==> src/rtl/button_logic_array.sv <==
// Multi-channel button-to-LED logic: synchronise, debounce and edge-detect button pairs, drive LEDs by selectable function.
// Optional auto-repeat on held a-buttons is enabled by defining BUTTON_LOGIC_AUTO_REPEAT_EN.
module button_logic_array #(
    parameter int unsigned N_CH            = 2,
    parameter int unsigned DEBOUNCE_CYCLES = 4,
    parameter bit          ACTIVE_LOW      = 1'b1,
    parameter int unsigned REPEAT_CYCLES   = 8
) (
    input  logic            clk,
    input  logic            rst,
    input  logic [1:0]      mode,
    input  logic [N_CH-1:0] btn_a,
    input  logic [N_CH-1:0] btn_b,
    output logic [N_CH-1:0] led,
    output logic [N_CH-1:0] a_press
);

    localparam int unsigned NB    = 2 * N_CH;
    localparam int unsigned CNT_W = $clog2(DEBOUNCE_CYCLES) + 1;
    localparam logic [CNT_W-1:0] CNT_LAST = CNT_W'(DEBOUNCE_CYCLES - 1);
    localparam logic [NB-1:0]    RELEASED = ACTIVE_LOW ? {NB{1'b1}} : {NB{1'b0}};

    logic [NB-1:0]    raw;
    logic [NB-1:0]    s1;
    logic [NB-1:0]    s2;
    logic [NB-1:0]    p;
    logic [NB-1:0]    db;
    logic [NB-1:0]    db_prev;
    logic [NB-1:0]    press;
    logic [CNT_W-1:0] cnt [NB];

    logic [N_CH-1:0] db_a;
    logic [N_CH-1:0] press_a;
    logic [N_CH-1:0] press_b;
    logic [N_CH-1:0] rpt_evt;
    logic [N_CH-1:0] ev_a;
    logic [N_CH-1:0] tog;
    logic [N_CH-1:0] tog_nxt;

    // Bits [N_CH-1:0] are the a-buttons, [NB-1:N_CH] the b-buttons.
    assign raw     = {btn_b, btn_a};
    assign p       = s2 ^ RELEASED;
    assign press   = db & ~db_prev;
    assign db_a    = db[N_CH-1:0];
    assign press_a = press[N_CH-1:0];
    assign press_b = press[NB-1:N_CH];

    // Synchroniser and debounce for every raw input.
    always_ff @(posedge clk) begin
        if (rst) begin
            s1      <= RELEASED;
            s2      <= RELEASED;
            db      <= '0;
            db_prev <= '0;
            for (int unsigned i = 0; i < NB; i++) begin
                cnt[i] <= '0;
            end
        end else begin
            s1      <= raw;
            s2      <= s1;
            db_prev <= db;
            for (int unsigned i = 0; i < NB; i++) begin
                if (p[i] == db[i]) begin
                    cnt[i] <= '0;
                end else if (cnt[i] == CNT_LAST) begin
                    db[i]  <= p[i];
                    cnt[i] <= '0;
                end else begin
                    cnt[i] <= cnt[i] + CNT_W'(1);
                end
            end
        end
    end

`ifdef BUTTON_LOGIC_AUTO_REPEAT_EN
    localparam int unsigned RPT_W = $clog2(REPEAT_CYCLES) + 1;
    localparam logic [RPT_W-1:0] RPT_LAST = RPT_W'(REPEAT_CYCLES - 1);

    logic [RPT_W-1:0] rpt_cnt [N_CH];

    always_comb begin
        rpt_evt = '0;
        for (int unsigned i = 0; i < N_CH; i++) begin
            rpt_evt[i] = db_a[i] & ~press_a[i] & ~press_b[i] & (rpt_cnt[i] == RPT_LAST);
        end
    end

    // Repeat timer restarts on every press or repeat, and idles while released.
    always_ff @(posedge clk) begin
        if (rst) begin
            for (int unsigned i = 0; i < N_CH; i++) begin
                rpt_cnt[i] <= '0;
            end
        end else begin
            for (int unsigned i = 0; i < N_CH; i++) begin
                if (!db_a[i] || press_b[i] || press_a[i] || rpt_evt[i]) begin
                    rpt_cnt[i] <= '0;
                end else begin
                    rpt_cnt[i] <= rpt_cnt[i] + RPT_W'(1);
                end
            end
        end
    end
`else
    logic unused_repeat_cfg;
    assign unused_repeat_cfg = ^32'(REPEAT_CYCLES);
    assign rpt_evt           = '0;
`endif

    assign ev_a = press_a | rpt_evt;

    // b-press clears the latch and beats a simultaneous a-event.
    always_comb begin
        tog_nxt = tog;
        for (int unsigned i = 0; i < N_CH; i++) begin
            if (press_b[i]) begin
                tog_nxt[i] = 1'b0;
            end else if (ev_a[i]) begin
                tog_nxt[i] = ~tog[i];
            end
        end
    end

    // Toggle mode shows the post-update latch so led and a_press move together.
    always_ff @(posedge clk) begin
        if (rst) begin
            tog     <= '0;
            led     <= '0;
            a_press <= '0;
        end else begin
            tog     <= tog_nxt;
            a_press <= ev_a;
            case (mode)
                2'b00:   led <= db_a & db[NB-1:N_CH];
                2'b01:   led <= db_a | db[NB-1:N_CH];
                2'b10:   led <= db_a ^ db[NB-1:N_CH];
                default: led <= tog_nxt;
            endcase
        end
    end

endmodule

==> config.mk <==
export PLATFORM = sky130hd
export DESIGN_NAME = button_logic_array
export DESIGN_NICKNAME = d
export VERILOG_FILES = /design/src/rtl/button_logic_array.sv
export SDC_FILE = /design/constraint.sdc
export NUM_CORES = 1
export LEC_CHECK = 0
export BUFFER_PORTS_ARGS = -buffer_cell sky130_fd_sc_hd__buf_2
export CAP_MARGIN = 20
export CORE_MARGIN = 4
export CORE_UTILIZATION = 40
export DETAILED_ROUTE_END_ITERATION = 16
export PLACE_DENSITY = 0.54
export RECOVER_POWER = 25
export SYNTH_ARGS = -nofsm -noshare
export SYNTH_HDL_FRONTEND = slang
export SYNTH_SLANG_ARGS = --single-unit
==> constraint.sdc <==
create_clock -name clk -period 2.8 [get_ports clk]
set_input_delay 0.56 -clock clk [delete_from_list [all_inputs] [get_ports clk]]
set_output_delay 0.56 -clock clk [all_outputs]
set_load 0.005 [all_outputs]
# Yosys cells after proc, flatten, opt, wreduce, memory -nomap -nowiden
# Memories as Yosys holds them, arrays and structs flattened.
# Index checks and enable logic that the tools add are counted.
# word_totals
out_inout_bits	4
n_memories	1
regBits	22
latch_bits	0
mem_bits_rw	12
word_cells	117
mem_bits_ro	0
# mem_list
name	depth	width	rd	rd_ports_with_merged_regs	wr	line	source
cnt	4	3	4	0	4	30	logic [CNT_W-1:0] cnt [NB];
# op_classes
bitwise_logic	24
n_addsub	4
shift	0
div	0
n_reduce_logical	5
mux	63
magnitude_cmp	0
n_eq_ne	10
multipliers	0
# ops
cell	n
$mux W1	50
$mux W3	12
$add A3 B1 Y3 const B	4
$eq A3 B2 Y1 const B	4
$or A1 B1 Y1	12
$not A4 Y4	2
$reduce_and A2 Y1	4
$not A1 Y1	6
$pmux W2 S3	1
$and A4 B4 Y4	1
$eq A1 B1 Y1	4
$and A2 B2 Y2	1
$eq A2 B1 Y1 const B	1
$eq A2 B2 Y1 const B	1
$logic_not A2 Y1	1
$or A2 B2 Y2	1
$xor A2 B2 Y2	1

# Longest topological paths before layout
# Gate-level depths: netlist of run 1.
# logic_depth
ltp_word	8
mapped_depth	6

# Worst setup path after synthesis of run 1
# No wires, ideal clock.
# synth_path
path_kind	register to register
from	mem cnt[0][0] in the netlist's numbering
to	mem cnt[0][0] in the netlist's numbering, data pin
stages_incl_launch_ff	5
t_required_ns	2.661
setup_ns	0.139
synth_period_minus_slack_ns	1.365
path_buffers	0
arrival_time_ns	1.227
path_slack_ns	1.435
cell_sequence	edfxtp_1 -> ha_1 -> ha_1 -> or3_4 -> nor2_1
# synth_rtl
item	line
start, declared	30

==> results of run 1 <==
-- final timing paths --
path | from | to | cells past startpoint
max | rst | cnt[2][0] | 3
max reg2reg | cnt[1][0] | cnt[1][0] | 4
min | btn_a[0] | s1[0] | 2
min reg2reg | s1[1] | s2[1] | 1
-- metal layers --
layer | wire, µm | share of wire
met1 | 875 | 0.48
met2 | 763 | 0.42
met3 | 135 | 0.074
met4 | 53 | 0.029
met5 | 0 | 0
-- placed cells by master (no fill, tap or decap) --
cell / n
sky130_fd_sc_hd__nand2_1: 2
sky130_fd_sc_hd__a31oi_1: 2
sky130_fd_sc_hd__nand2b_1: 2
sky130_fd_sc_hd__conb_1: 12
sky130_fd_sc_hd__edfxtp_1: 12
sky130_fd_sc_hd__buf_2: 10
sky130_fd_sc_hd__nor2_1: 28
sky130_fd_sc_hd__nor3_2: 2
sky130_fd_sc_hd__clkbuf_1: 2
sky130_fd_sc_hd__xor2_1: 4
sky130_fd_sc_hd__or2_2: 8
sky130_fd_sc_hd__inv_1: 14
sky130_fd_sc_hd__a211oi_1: 4
sky130_fd_sc_hd__xnor2_2: 2
sky130_fd_sc_hd__a21oi_1: 2
sky130_fd_sc_hd__clkbuf_4: 5
sky130_fd_sc_hd__clkbuf_8: 1
sky130_fd_sc_hd__ha_1: 12
sky130_fd_sc_hd__or3_4: 4
sky130_fd_sc_hd__clkinv_2: 1
sky130_fd_sc_hd__o21ai_0: 2
sky130_fd_sc_hd__dfxtp_1: 22
sky130_fd_sc_hd__or2b_1: 2
-- cell type report --
cell class                 instances  area [µm²]
timing repair buffer              11       53.80
sequential                        34       800.8
clock buffer                       7       55.05
multi-input combinational         88       580.6
tap                               46       57.56
inverter                          14       52.55
fill                             348        1758
clock inverter                     1       5.005
-- logic make-up after synthesis --
group	count (synthesis)	share of synthesized area
xor+xnor	6	0.04817
flops	34	0.5709
other cells	1	0.002674
fa+ha+maj	12	0.1070
simple gates	48	0.1820
compound gates	10	0.04460
buf+inv	16	0.04460
-- stage by stage --
step                total power, mW  hold WS [ns]  setup slack (ns)  area, µm²  utilization
floorplan                    0.6022        0.3895             1.435       1444            -
global placement             0.6192        0.3939             1.293       1546       0.4598
detailed placement           0.6215        0.3952             1.280       1546       0.4598
CTS                          0.9002        0.3854             1.286       1607       0.4777
global route                 0.9349        0.3921             1.162       1605       0.4773
finish                       0.8845        0.4012             1.260       1605       0.4773
-- report_power, final --
group	leakage (nW)	internal [mW]	switching, mW
logic	0.370	0.0312	0.0347
registers	0.304	0.533	0.0102
clock network	0.0353	0.122	0.154
-- Yosys cell counts --
master                     number
sky130_fd_sc_hd__xor2_1         4
sky130_fd_sc_hd__edfxtp_1      12
sky130_fd_sc_hd__a21oi_1        2
sky130_fd_sc_hd__or2_2          8
sky130_fd_sc_hd__dfxtp_1       22
sky130_fd_sc_hd__o21ai_0        2
sky130_fd_sc_hd__a31oi_1        2
sky130_fd_sc_hd__ha_1          12
sky130_fd_sc_hd__nor2_1        28
sky130_fd_sc_hd__xnor2_2        2
sky130_fd_sc_hd__conb_1         1
sky130_fd_sc_hd__nand2_1        2
sky130_fd_sc_hd__inv_1         14
sky130_fd_sc_hd__or2b_1         2
sky130_fd_sc_hd__a211oi_1       4
sky130_fd_sc_hd__buf_2          2
sky130_fd_sc_hd__nor3_2         2
sky130_fd_sc_hd__nand2b_1       2
sky130_fd_sc_hd__or3_4          4
-- worst max-delay path, stage by stage --
cell	delay (ns)
sky130_fd_sc_hd__clkbuf_1	0.74
sky130_fd_sc_hd__or3_4	0.29
sky130_fd_sc_hd__nor2_1	0.04
-- registers in the layout, indices dropped and copies added, names as in the netlist --
register / count
a_press: 2
cnt: 12
db: 4
db_prev: 4
led: 2
s1: 4
s2: 4
tog: 2
==> flow_summary.rst, run 1 <==
.. list-table::
   :header-rows: 1

   * - Metric
     - Value
   * - Global-route usage over all layers
     - 0.1008
   * - Number of nets in the finished design
     - roughly 170
   * - Nature of the critical path startpoint
     - input port
   * - WL/cell
     - 9.095 µm
   * - Part of the cycle the worst path needs
     - 0.5499
   * - Buffer depth of the longest clock path
     - 2
   * - Via-to-Cell Ratio
     - roughly 4.2
   * - Remaining DRCs
     - 0
   * - Hold Buf Count CTS
     - 0
   * - Clock tree sinks
     - 34
   * - Top cell type by total area after synthesis
     - sky130_fd_sc_hd__dfxtp_1
   * - Crit Path Class
     - input port to flip-flop
   * - CP Capture Type
     - flip-flop
   * - Least-Margin Pin Slew
     - 1.021 ns
   * - Required time of the critical path
     - 2.89 ns
   * - Placeable Area
     - 3363 µm²
   * - IR drop worst, VDD
     - 0.2276 mV
   * - Pin count of the biggest net entering global routing
     - 27
   * - Yosys warnings
     - 0
   * - Die Ht
     - 67.22 µm
   * - Placer congestion estimate
     - a little under 0.7
   * - Total number of placement rows
     - 21
   * - Via count of the first global-routing pass
     - 792
   * - Pins over their slew limit
     - 0
   * - Minimum clock period
     - 1.540 ns
   * - Antenna viol nets, final
     - 0
   * - Final worst clock skew
     - 0.007284 ns
   * - DRT Wirelength
     - 1828 µm
   * - Data arrival time of the critical path
     - between 1.5 and 2 ns
   * - Count of vias placed by the detailed router
     - 844
   * - Mapped cell area
     - 1403 µm²
   * - Effective utilization at floorplan
     - 0.4170
   * - Max Fanout on Critical Path
     - 26
   * - Setup TNS
     - 0 ns
   * - Avg Cell Area, Syn
     - 11.04 µm²
   * - Class of the tightest hold or removal check
     - input port to flip-flop
   * - Global routing met2 resource utilization
     - 0.1460
   * - Initial antenna violation count
     - 0
   * - Clock slew seen by the registers of the worst setup and hold paths
     - 0.10 ns
   * - TritonCTS Buffers
     - 5
   * - Final-report hold violation count
     - 0
   * - Number of unique standard cell types used by synthesis
     - 19
   * - Number of instances in the synthesized netlist
     - 127
   * - Top-Level Pins
     - 12
   * - First-pass GRT wire length
     - approximately 3300 µm
   * - Share of final-layout standard cells stronger than drive strength 1
     - 0.2129
   * - Max-slew headroom at the worst pin
     - 0.3196
   * - Top cell type's share of synthesized area
     - 0.3140
   * - Result of the run
     - completed
   * - P_leak
     - 0.7095 nW
   * - Clock tree from TritonCTS
     - done
   * - Number of inserted diodes
     - 0
   * - Post-route insts no fill
     - 201
   * - CTS-repair resized insts
     - 0
   * - Total grt overflow
     - 0
   * - Global routing usage on met3
     - 0.05158
   * - # placed instances
     - approximately 190
   * - Clock latency on the worst-skew pair
     - 0.33 ns
   * - Area added between synthesis and finish
     - 14.45%
   * - Power Dens Cells
     - between 500 and 600 nW/µm²
   * - Master cell of the clock root buffer
     - sky130_fd_sc_hd__clkbuf_4
   * - Placed wire-length estimate
     - 1373 µm
   * - Top cells by area in the synthesized netlist
     - sky130_fd_sc_hd__dfxtp_1 (31%), sky130_fd_sc_hd__edfxtp_1 (26%), sky130_fd_sc_hd__ha_1 (11%), sky130_fd_sc_hd__nor2_1 (7.5%), sky130_fd_sc_hd__inv_1 (3.7%)
   * - Setup Fix Bufs, Post-CTS
     - 0
   * - Met1 Resource Use GR
     - 0.1181
   * - Busiest layer in global routing
     - met2
   * - Max-cap check violation count
     - 0
   * - Die X-Extent
     - 67.22 µm
   * - RSZ-0062 raised after global routing
     - no
   * - Seq/Total Area, Yosys
     - 0.5709
   * - Final setup vio count
     - 0
   * - Number of input and output port buffers inserted
     - 11
   * - Reg2Reg Setup Slack
     - roughly 1.3 ns
   * - Total of flip-flops plus latches after synthesis
     - 34
   * - Die Footprint
     - 4518 µm²
   * - Highest clock frequency the design can meet
     - 0.6495 GHz
   * - Number of DRC markers after the initial detailed-route iteration
     - 30
   * - CTS HTree Levels
     - 2
   * - 1st-pass router iterations
     - 4
(Power assumes the default switching activity.)
==> inputs of run 2 (changes only) <==
- PLACE_DENSITY: 0.54 -> 0.56
- clock period: 2.8 -> 1.4 ns (I/O delays scaled with it)
==> run 2 against run 1 <==
Net effect: largest cell class unchanged; die area unchanged; cell count rose by 4.5%; final area is 8.4% higher; clock power up 83%.
==> flow_summary.rst, run 2 (synthesis results as in run 1) <==
.. list-table::
   :header-rows: 1

   * - Metric
     - Value
   * - Class of the tightest hold or removal check
     - input port to flip-flop
   * - Max-cap check violation count
     - 0
   * - Required time of the critical path
     - 1.58 ns
   * - Master cell of the clock root buffer
     - sky130_fd_sc_hd__clkbuf_4
   * - Depth of the worst register-to-register path
     - 4
   * - Max Fanout on Critical Path
     - 3
   * - Power Dens Cells
     - roughly 1000 nW/µm²
   * - CP Capture Type
     - flip-flop
   * - P_leak
     - 0.7418 nW
   * - IR drop worst, VDD
     - 0.6010 mV
   * - Buffer depth of the longest clock path
     - 2
   * - Crit Path Class
     - flip-flop to flip-flop
   * - Reg2Reg Setup Slack
     - roughly 0.011 ns
   * - Die Ht
     - 67.22 µm
   * - Share of total power in the clock network
     - 0.287
   * - First-pass GRT wire length
     - 3443 µm
   * - RSZ-0062 raised after global routing
     - yes
   * - Placed Instance Area
     - 1592 µm²
   * - Data arrival time of the critical path
     - between 1.5 and 2 ns
   * - Pin count of the biggest net entering global routing
     - 16
   * - Result of the run
     - completed
   * - Number of inserted diodes
     - 0
   * - Placeable Area
     - 3363 µm²
   * - Final hold slack
     - 0.1295 ns
   * - Number of input and output port buffers inserted
     - 11
   * - Placer congestion estimate
     - 0.7136
   * - Portion of total power attributed to combinational logic
     - 0.095
   * - Final standard cell area without fillers
     - 1740 µm²
   * - Number of flip-flops under the largest register name
     - 12
   * - Via count of the first global-routing pass
     - approximately 870
   * - Global-route usage over all layers
     - 0.1039
   * - Pins over their slew limit
     - 0
   * - Most used cells in the layout excluding fill and tap cells
     - sky130_fd_sc_hd__dfxtp_1 (21), sky130_fd_sc_hd__nor2_1 (18), sky130_fd_sc_hd__inv_1 (14), sky130_fd_sc_hd__edfxtp_1 (12), sky130_fd_sc_hd__conb_1 (12)
   * - CTS HTree Levels
     - 2
   * - Die Footprint
     - 4518 µm²
   * - Crit path from
     - cnt[2][0]
   * - Share of final-layout standard cells stronger than drive strength 1
     - 0.3720
   * - TritonCTS Buffers
     - 5
   * - Die X-Extent
     - 67.22 µm
   * - Clock slew seen by the registers of the worst setup and hold paths
     - roughly 0.11 ns
   * - Top-Level Pins
     - 12
   * - Commonest non-fill, non-tap cell in the layout
     - sky130_fd_sc_hd__dfxtp_1
   * - Number of DRC markers after the initial detailed-route iteration
     - 8
   * - Clock latency on the worst-skew pair
     - 0.32 ns
   * - Clock tree sinks
     - 34
   * - Number of nets in the finished design
     - around 180
   * - Highest clock frequency the design can meet
     - about 0.7 GHz
   * - Fraction of power spent switching nets
     - 0.2390
   * - NetSw
     - 0.4205 mW
   * - Nature of the critical path startpoint
     - flip-flop
   * - 1st-pass router iterations
     - 4
   * - Remaining DRCs
     - 0
   * - Startpoint of the worst-slack reg-to-reg timing path
     - cnt[2][0]
   * - Clock tree from TritonCTS
     - done
   * - DRT Wirelength
     - 1909 µm
   * - Endpoint of the most critical setup path
     - cnt[2][1]
   * - Area added between synthesis and finish
     - 24.09%
   * - Minimum clock period
     - 1.389 ns
   * - Hold Buf Count CTS
     - 0
   * - WL/cell
     - approximately 9.1 µm
   * - Pint
     - 1.339 mW
   * - Placed wire-length estimate
     - about 1300 µm
   * - Final setup vio count
     - 0
   * - Final worst clock skew
     - 0.01212 ns
   * - Part of the cycle the worst path needs
     - 0.9923
   * - Initial antenna violation count
     - 0
   * - Fill count
     - 329
   * - Effective utilization at floorplan
     - 0.4170
   * - Total number of placement rows
     - 21
   * - Total chip power
     - 1.760 mW
   * - Antenna viol nets, final
     - 0
   * - Final-report hold violation count
     - 0
   * - Via-to-Cell Ratio
     - roughly 4.3
   * - Flop pwr share
     - 0.617
   * - Total grt overflow
     - 0
   * - Worst reg2reg endpoint
     - cnt[2][1]
   * - Count of vias placed by the detailed router
     - between 800 and 900
   * - Setup TNS
     - 0 ns
   * - Register with the most flip-flops
     - cnt
run 2: worst max-delay path, stage by stage, from the launching register on:
cell and delay (ns):
sky130_fd_sc_hd__edfxtp_1 0.42, sky130_fd_sc_hd__ha_2 0.21, sky130_fd_sc_hd__ha_4 0.15, sky130_fd_sc_hd__or3_4 0.38, sky130_fd_sc_hd__nor2_1 0.09
run 2: final cells by class:
type,count,area (µm²),share of cell area
tap,46,57.56,0.03307
sequential,34,802.0,0.4608
clock inverter,3,15.01,0.008627
clock buffer,5,37.54,0.02157
timing repair buffer,20,122.6,0.07045
multi-input combinational,88,653.1,0.3753
inverter,14,52.55,0.03019
run 2: metrics by stage:
step | setup slack, ns | cells | util
after floorplan | 0.03459 | 138 | -
after CTS | 0.006917 | 210 | 0.5022
final | 0.01081 | 210 | 0.5175
after global routing | -0.04035 | 210 | 0.5175
after global placement | 0.006675 | 199 | 0.4732
after detailed placement | -0.03808 | 199 | 0.4732
run 2: worst min-delay path by stage:
stage,start,end,slack [ns],cells after the start
floorplan,btn_a[0],s1[0],0.38,1
global placement,s1[3],s2[3],0.40,1
detailed placement,s1[2],s2[2],0.39,1
CTS,btn_b[0],s1[2],0.11,2
global route,btn_b[0],s1[2],0.10,2
finish,btn_b[0],s1[2],0.13,2
run 2: metal layers:
layer  wire length [µm]  track usage  up-vias  part of all wire
met2                890       0.1742       14              0.47
li1                   -            -      470                 -
met1                888       0.1137      405              0.47
met5                  0            0        -                 0
met4                 35      0.05316        0             0.018
met3                 95      0.03993        4             0.050
run 2: power by group through the flow:
stage | logic (mW) | clock network [mW] | registers (mW)
after floorplan | 0.0995 | 0 | 1.10
after global placement | 0.139 | 0 | 1.11
after detailed placement | 0.142 | 0 | 1.11
after CTS | 0.155 | 0.540 | 1.09
after global routing | 0.196 | 0.585 | 1.09
final | 0.168 | 0.506 | 1.09
run 2: repair_timing:
action / 4_1_cts / 5_1_grt
buffers inserted: 3 / 0
setup endpoints to repair: 12 / 12
pin swaps: 8 / 5
resized for setup: 9 / 13
